`src/rtl/hazard_ctrl.sv`:
```
// hazard_ctrl: per-stage stall/flush generation for the 5-stage in-order core
// (load-use, multi-cycle EX ops, EX-resolved redirects) plus saturating
// stall/flush performance counters.
// Ports: clk/rst (sync, active-high), en; ID operand info (id_*); EX info (ex_*);
// outputs pc_stall, ifid_*/idex_* stall/flush, exmem_flush, mc_busy, stall_cnt, flush_cnt.
// Outputs are Mealy (same-cycle); counters update the cycle after the event.
module hazard_ctrl #(
  parameter int MC_LAT = 4,
  parameter int CW     = 32
) (
  input  logic          clk,
  input  logic          rst,
  input  logic          en,
  input  logic          id_valid,
  input  logic [4:0]    id_rs1,
  input  logic [4:0]    id_rs2,
  input  logic          id_uses_rs1,
  input  logic          id_uses_rs2,
  input  logic          ex_valid,
  input  logic          ex_is_load,
  input  logic          ex_wr,
  input  logic [4:0]    ex_rd,
  input  logic          ex_is_mc,
  input  logic          ex_redirect,
  output logic          pc_stall,
  output logic          ifid_stall,
  output logic          ifid_flush,
  output logic          idex_stall,
  output logic          idex_flush,
  output logic          exmem_flush,
  output logic          mc_busy,
  output logic [CW-1:0] stall_cnt,
  output logic [CW-1:0] flush_cnt
);

  localparam int CNT_W = (MC_LAT > 2) ? $clog2(MC_LAT) : 1;
  localparam logic [CNT_W-1:0] CNT_INIT = CNT_W'(MC_LAT - 2);

  typedef enum logic {RUN, MC_WAIT} state_t;

  state_t           state;
  logic [CNT_W-1:0] cnt;

  // Reset forces every control output low, same as en=0.
  logic act;
  logic redir, mc_hit, lu_hit;
  logic flush_ev;

  assign act    = en & ~rst;
  assign redir  = act & ex_valid & ex_redirect;
  assign mc_hit = act & ex_valid & ex_is_mc;
  assign lu_hit = act & ex_valid & ex_is_load & ex_wr & (ex_rd != 5'd0) & id_valid &
                  ((id_uses_rs1 & (id_rs1 == ex_rd)) | (id_uses_rs2 & (id_rs2 == ex_rd)));

  // Redirects are only honoured in RUN; MC_WAIT ignores all hazard inputs.
  assign flush_ev = redir & (state == RUN);

  always_comb begin
    pc_stall    = 1'b0;
    ifid_stall  = 1'b0;
    ifid_flush  = 1'b0;
    idex_stall  = 1'b0;
    idex_flush  = 1'b0;
    exmem_flush = 1'b0;
    mc_busy     = 1'b0;
    if (act) begin
      if (state == MC_WAIT) begin
        // cnt==0 is the release cycle: everything low so the op moves on.
        if (cnt != '0) begin
          pc_stall    = 1'b1;
          ifid_stall  = 1'b1;
          idex_stall  = 1'b1;
          exmem_flush = 1'b1;
          mc_busy     = 1'b1;
        end
      end else if (redir) begin
        ifid_flush = 1'b1;
        idex_flush = 1'b1;
      end else if (mc_hit) begin
        pc_stall    = 1'b1;
        ifid_stall  = 1'b1;
        idex_stall  = 1'b1;
        exmem_flush = 1'b1;
        mc_busy     = 1'b1;
      end else if (lu_hit) begin
        pc_stall   = 1'b1;
        ifid_stall = 1'b1;
        idex_flush = 1'b1;
      end
    end
  end

  always_ff @(posedge clk) begin
    if (rst) begin
      state <= RUN;
      cnt   <= '0;
    end else if (!en) begin
      // Dropping en aborts any multi-cycle wait.
      state <= RUN;
      cnt   <= '0;
    end else begin
      case (state)
        RUN: begin
          if (!redir && mc_hit) begin
            state <= MC_WAIT;
            cnt   <= CNT_INIT;
          end
        end
        MC_WAIT: begin
          if (cnt == '0) state <= RUN;
          else           cnt   <= cnt - 1'b1;
        end
        default: begin
          state <= RUN;
          cnt   <= '0;
        end
      endcase
    end
  end

  always_ff @(posedge clk) begin
    if (rst) begin
      stall_cnt <= '0;
      flush_cnt <= '0;
    end else begin
      if (pc_stall && (stall_cnt != {CW{1'b1}})) stall_cnt <= stall_cnt + CW'(1);
      if (flush_ev && (flush_cnt != {CW{1'b1}})) flush_cnt <= flush_cnt + CW'(1);
    end
  end

endmodule

```
`config.mk`:
```
export PLATFORM = sky130hd
export DESIGN_NAME = hazard_ctrl
export DESIGN_NICKNAME = d
export VERILOG_FILES = /design/src/rtl/hazard_ctrl.sv
export SDC_FILE = /design/constraint.sdc
export NUM_CORES = 1
export LEC_CHECK = 0
export ABC_AREA = 1
export BUFFER_PORTS_ARGS = -buffer_cell sky130_fd_sc_hd__buf_2
export CAP_MARGIN = 15
export CORE_MARGIN = 8
export CORE_UTILIZATION = 50
export DETAILED_ROUTE_END_ITERATION = 6
export GPL_TIMING_DRIVEN = 0
export PLACE_DENSITY = 0.81
export SLEW_MARGIN = 20
export SYNTH_ARGS = -nofsm -noshare
export SYNTH_HDL_FRONTEND = slang
export SYNTH_SLANG_ARGS = --single-unit
```
`constraint.sdc`:
```
create_clock -name clk -period 1.8 [get_ports clk]
set_clock_uncertainty 0.05 [all_clocks]
set_input_delay 0.36 -clock clk [delete_from_list [all_inputs] [get_ports clk]]
set_output_delay 0.36 -clock clk [all_outputs]
set_load 0.01 [all_outputs]
```
==> out/qor.csv, run 1 <==
metric;value;unit
status;finished, violations left;
failing checks;setup timing;
core box area;8678;um2
cell taking the most area after synthesis;dfxtp_1;
async set-reset flop share out of synthesis;0;
Final Worst Setup Slack;-0.1030;ns
Most used DFF post-synth;dfxtp_1;
Finished Core Util;0.6711;
Setup Viol. Count Final;7;
Reg area;1405;um2
crit-path max cell delay;0.35;ns
clock sink total;67;
CTS root buffer;clkbuf_8;
non-filler cells, final;978;
hold slack;0.4142;ns
area grow syn2layout;31.35;%
Buffers on Ports;96;
die span in x;110.2;um
HP Class;register to register;
largest net degree at the start of global routing;13;
post-synth cell types;32;
minimum clock period;1.903;ns
latest clock arrival within the worst-skew pair;0.36;ns
Reg2Reg Depth;9;
sum of negative setup slack;-0.3376;ns
H-tree level count;3;
RD Place Congestion;0.9603;
delay-heaviest family, CP;flip-flops;
Max Cap Viol;0;
reg-to-reg endpoint;flush_cnt[27];
fin crit share;1.057;
RSZ-0062 raised after global routing;yes;
Pleak;2.476;nW
crit end category;primary output;
initial core utilization;0.5110;
total wire length;14270;um
CP max-delay cell;dfxtp_2;
hold-critical path depth;1;
grt peak-use layer;met2;
CTS clk-pin slew, worst paths;0.07;ns
final hold vios;0;
Layout fillers;775;
number of core rows;34;
first-pass detailed-route iteration total;6;
crit path cell chain;inv_2 > ha_4 > o21ai_4 > nand2_4 > nand2_8 > buf_6 > buf_6;
hold_sp;cnt[0];
Post-Synthesis Cells;736;
die area;12140;um2
register bit count reported by yosys;67;
Ant. Diodes;0;
grt met2 use;0.3763;
vias in the first global route;4643;
Max Root-Sink Buffers;2;
final count of pins violating max slew;0;
Cell Area, Synth;4434;um2
Hold Path Sink;cnt[0];
Synth Warn #;0;
Final HPWL DP;10000;um
Nets;894;
Worst VDD drop;0.0003604;V
critical path peak fanout;5;
FMAX;525.5;MHz
PD cells;533.0;nW/um2
launching point of the worst reg2reg path;flush_cnt[7];
CTS tree;done;
syn_nets;765;
antenna violation net count after detailed routing;0;
CTS Hold Bufs;0;
Post-synth top cells;nand2_1 (248), nor2_1 (93), inv_1 (73);
count leader, synth;nand2_1;
via count;5275;
CP Class;register to primary output;
crit-path most repeated cell;buf_6;
grt met1 use;0.2828;
GRT Total Usage;0.2229;
CTS buffer count;9;
synth top area cells;dfxtp_1 (30%), nand2_1 (21%), nor2_1 (7.9%);
Avg WL per Cell;14.59;um
share of cells above drive strength 1;0.2828;
grt ovf;0;
# DRC;0;
final instance area;5824;um2
Seq/Total Area, Yosys;0.3025;
syn avg cell area;6.025;um2
Buf/Inv on CP;3;
initial antenna violation count;0;
Post-synth EDFFs;0;
Initial DRC Count;364;
Worst setup SP type;register;
I/O pin total;97;
WP data required;1.39;ns
die height;110.2;um
FF-to-FF setup slack;0;ns
GR Util met3;0.04477;
placed cells;940;
top cell type's share of synthesized area;0.3025;
Slew headroom;0.6193;
drt via density;5.394;
CP startpoint;cnt[0];
first-pass GRT wire length;21760;um
Placement Cell Area;5055;um2
Worst Max-Slew Pin Slew;0.5711;ns
Worst EP arrival;1.49;ns
area of the multi-input gates;2887;um2
[flip-flops by register name, indices dropped and copies added, names as in the netlist]
name,flops
cnt,2
state,1
flush_cnt,32
stall_cnt,32
[logic make-up after synthesis]
logic type / after synthesis / synth area share
flip-flops: 67 / 0.3025
XOR/XNOR: 31 / 0.06123
buffers and inverters: 98 / 0.09932
AO/OA/AOI/OAI: 73 / 0.08465
adder cells (fa/ha/maj): 3 / 0.008466
AND/OR/NAND/NOR: 464 / 0.4438
[final cells by class]
cell class	instances	share of cell area
buffer	22	0.03416
clock buffer	10	0.02363
clock inverter	6	0.01525
inverter	75	0.04876
multi-input combinational	571	0.4956
sequential	67	0.2412
tap	108	0.02320
timing repair buffer	119	0.1182
[cell usage in the layout (no fill, tap or decap), types with 2 or more instances in the layout]
cell          n
clkinvlp_4    2
nand3_1      60
nor2_4        9
nand3_2       3
xor2_1       25
nor3_2        3
nand2_2       8
clkbuf_1      5
clkbuf_8     11
nand3b_1      7
xnor2_1       6
nand4_1      14
buf_8         3
nand2_4       4
clkbuf_4      2
buf_6        13
nor2_1       77
nor3_1       17
buf_4        23
dfxtp_2      30
nor3_4        2
bufinv_16     2
inv_1        68
a21oi_1      58
buf_2        92
a21oi_2       2
o21ai_0       8
inv_2         6
nor2_2       13
ha_4          3
dfxtp_1      30
dfxtp_4       7
nand2_1     242
[repair_timing]
action                     CTS  global route
setup buffers               12            11
resized for setup           47            76
cloned                       0             1
pin swaps                   12            19
setup endpoints to repair   67            66
[per-stage QoR]
stage          total power, W  worst slack, ns
2_1_floorplan        0.001611         -0.03446
3_3_place_gp         0.001671          -0.4351
3_5_place_dp         0.001673          -0.4206
4_1_cts              0.003103         -0.09729
5_1_grt              0.003192          -0.1511
6_report             0.003104          -0.1030
[worst max-delay path by stage]
stage | cells past startpoint | end
after floorplan | 9 | stall_cnt[18]
after detailed placement | 11 | pc_stall
after global routing | 7 | idex_stall
final | 7 | pc_stall
after CTS | 7 | pc_stall
after global placement | 9 | stall_cnt[21]
[layer usage]
metal,share of wire,vias up
met5,0,-
met4,0.029,0
met3,0.087,53
met2,0.47,237
met1,0.41,2386
li1,-,2599
[report_power, final]
part | switching [W] | internal (W) | leakage (nW) | total, W
sequential | 0.00000413 | 0.00147 | 0.561 | 0.00148
clock | 0.000629 | 0.000817 | 0.108 | 0.00145
combinational | 0.000108 | 0.0000720 | 1.81 | 0.000180
[worst reg2reg max path: stages, from the launching register on]
cell and delay [ns]:
dfxtp_2 0.39, nand2_1 0.14, nor2_1 0.14, nand4_1 0.20, nor2_4 0.20, a21boi_2 0.10
buf_4 0.18, buf_6 0.14, nand2_1 0.09, a21oi_2 0.05
Note: power is estimated with default switching activity, not from simulation.
==> run 2: changes to the inputs <==
- ABC_AREA: 1 -> 0
- CORE_UTILIZATION: 50 -> 47
- PLACE_DENSITY: 0.81 -> 0.8
==> out/qor.csv, run 2 <==
metric;value;unit
Final HPWL DP;7022;um
latest clock arrival within the worst-skew pair;0.36;ns
total wire length;12040;um
largest net degree at the start of global routing;14;
area grow syn2layout;54.65;%
Worst Max-Slew Pin Slew;0.5822;ns
vias in the first global route;3721;
status;finished, violations left;
RD Place Congestion;0.8346;
Setup Viol. Count Final;61;
RSZ-0062 raised after global routing;yes;
Initial DRC Count;231;
Cell Area, Synth;3468;um2
final count of pins violating max slew;0;
Post-synth top cells;dfxtp_1 (67), nor2_1 (49), nand2_1 (25), nand3_1 (25), xnor2_1 (24);
WP data required;1.39;ns
CTS buffer count;9;
Largest regs;flush_cnt (32), stall_cnt (32), cnt (2);
FF-to-FF setup slack;-0.31;ns
Placement Cell Area;4158;um2
PD cells;579.3;nW/um2
GRT Total Usage;0.2069;
I/O pin total;97;
cell taking the most area after synthesis;dfxtp_1;
Worst VDD drop;0.0004234;V
share of cells above drive strength 1;0.5468;
core box area;7214;um2
number of core rows;31;
CTS root buffer;clkbuf_8;
placed cells;609;
die span in x;101.9;um
via count;3862;
critical path peak fanout;3;
Worst setup SP type;input pin;
Most used DFF post-synth;dfxtp_1;
CTS tree;done;
most frequent cells in the layout;buf_2 (88), nor2_1 (46), dfxtp_2 (38);
Buffers on Ports;95;
antenna violation net count after detailed routing;0;
first-pass detailed-route iteration total;5;
non-filler cells, final;655;
Post-Synthesis Cells;415;
Seq/Total Area, Yosys;0.3867;
grt ovf;0;
failing checks;setup timing;
count leader, synth;dfxtp_1;
first-pass GRT wire length;17310;um
H-tree level count;3;
Worst EP arrival;1.74;ns
final instance area;5364;um2
die area;10380;um2
most common cell after layout, fill and taps aside;buf_2;
HP Class;input pin to register;
Pleak;2.110;nW
Synth Warn #;0;
CP Class;input pin to primary output;
syn_nets;444;
CTS clk-pin slew, worst paths;0.08;ns
CTS Hold Bufs;0;
Avg WL per Cell;18.38;um
final hold vios;0;
hold slack;0.2133;ns
Max Root-Sink Buffers;2;
Layout fillers;485;
Ant. Diodes;0;
minimum clock period;2.153;ns
Finished Core Util;0.7435;
FMAX;464.5;MHz
post-synth cell types;48;
Nets;580;
die height;101.9;um
fin crit share;1.196;
async set-reset flop share out of synthesis;0;
crit end category;primary output;
Final Worst Setup Slack;-0.3529;ns
Max Cap Viol;0;
Placement Setup Slack;-0.8438;ns
register bit count reported by yosys;67;
Post-synth EDFFs;0;
synth top area cells;dfxtp_1 (39%), xnor2_1 (6.1%), nor2_1 (5.3%);
# DRC;0;
clock sink total;67;
top cell type's share of synthesized area;0.3867;
initial antenna violation count;0;
initial core utilization;0.4807;
drt via density;5.896;
syn avg cell area;8.357;um2
Slew headroom;0.6104;
==> run 2: cell count changes after synthesis, sizes merged, moves of 11 or more <==
cell	delta
a21oi	-38
and3	+11
inv	-62
nand2	-230
nand3	-37
nor2	-50
nor3	-11
or3	+13
or4	+11
xnor2	+18
==> run 2: worst paths after layout <==
check | to | from | cells past startpoint
setup / recovery | pc_stall | ex_rd[4] | 8
hold / removal | flush_cnt[31] | rst | 2
setup reg to reg | stall_cnt[31] | state | 8
hold reg to reg | stall_cnt[5] | stall_cnt[5] | 1
==> run 2: metrics by stage <==
stage | setup TNS [ns] | power (W)
2_1_floorplan | -15.32 | 0.001592
3_3_place_gp | -29.03 | 0.001649
3_5_place_dp | -30.68 | 0.001651
4_1_cts | -9.250 | 0.003085
5_1_grt | -15.97 | 0.003196
6_report | -10.81 | 0.003107
==> run 2: repair_timing <==
| item | CTS | global route |
|---|---|---|
| buffers inserted | 20 | 13 |
| pin swaps | 19 | 42 |
| gates cloned | 0 | 2 |
| endpoints found under the hold margin | 0 | 0 |
| setup endpoints to repair | 71 | 70 |
| gates resized for setup | 77 | 137 |
==> run 2: logic make-up after synthesis <==
kind of cell               Yosys count  synth area share
and+or+nand+nor                    202            0.3222
DFF                                 67            0.3867
AOI/OAI and AO/OA                   61            0.1144
xor gates and xnor gates            44            0.1111
buffers and inverters               34           0.04329
muxes                                4           0.01154
adders and majority gates            3           0.01082
==> run 2: metal layers <==
layer,GRT usage,part of all wire,vias to the layer above
li1,-,-,1778
met1,0.2296,0.39,1867
met4,0.08352,0.028,0
met5,0,0,-
met3,0.06063,0.078,31
met2,0.3622,0.51,186
==> run 2: final cells by class <==
| type | instances | area (um2) | share of cell area |
|---|---|---|---|
| Tap cell | 99 | 123.9 | 0.02309 |
| Multi-Input combinational cell | 314 | 2561 | 0.4775 |
| Inverter | 13 | 51.30 | 0.009564 |
| Sequential cell | 67 | 1426 | 0.2659 |
| Buffer | 16 | 140.1 | 0.02613 |
| Clock inverter | 7 | 98.84 | 0.01843 |
| Timing Repair Buffer | 130 | 838.3 | 0.1563 |
| Clock buffer | 9 | 123.9 | 0.02309 |
==> run 2: worst max-delay path, cell delays in order <==
cell and delay (ns):
buf_6 0.10, or4_4 0.54, o2111ai_4 0.26, o31ai_4 0.11
nand2_1 0.11, inv_2 0.05, buf_6 0.11, buf_6 0.11
==> run 2: report_power, final <==
| group | switching (W) | total, W | internal [W] |
|---|---|---|---|
| Clock | 0.000669 | 0.00146 | 0.000790 |
| Sequential | 0.00000297 | 0.00147 | 0.00147 |
| Combinational | 0.0000972 | 0.000179 | 0.0000814 |
| Total | 0.000769 | 0.00311 | 0.00234 |
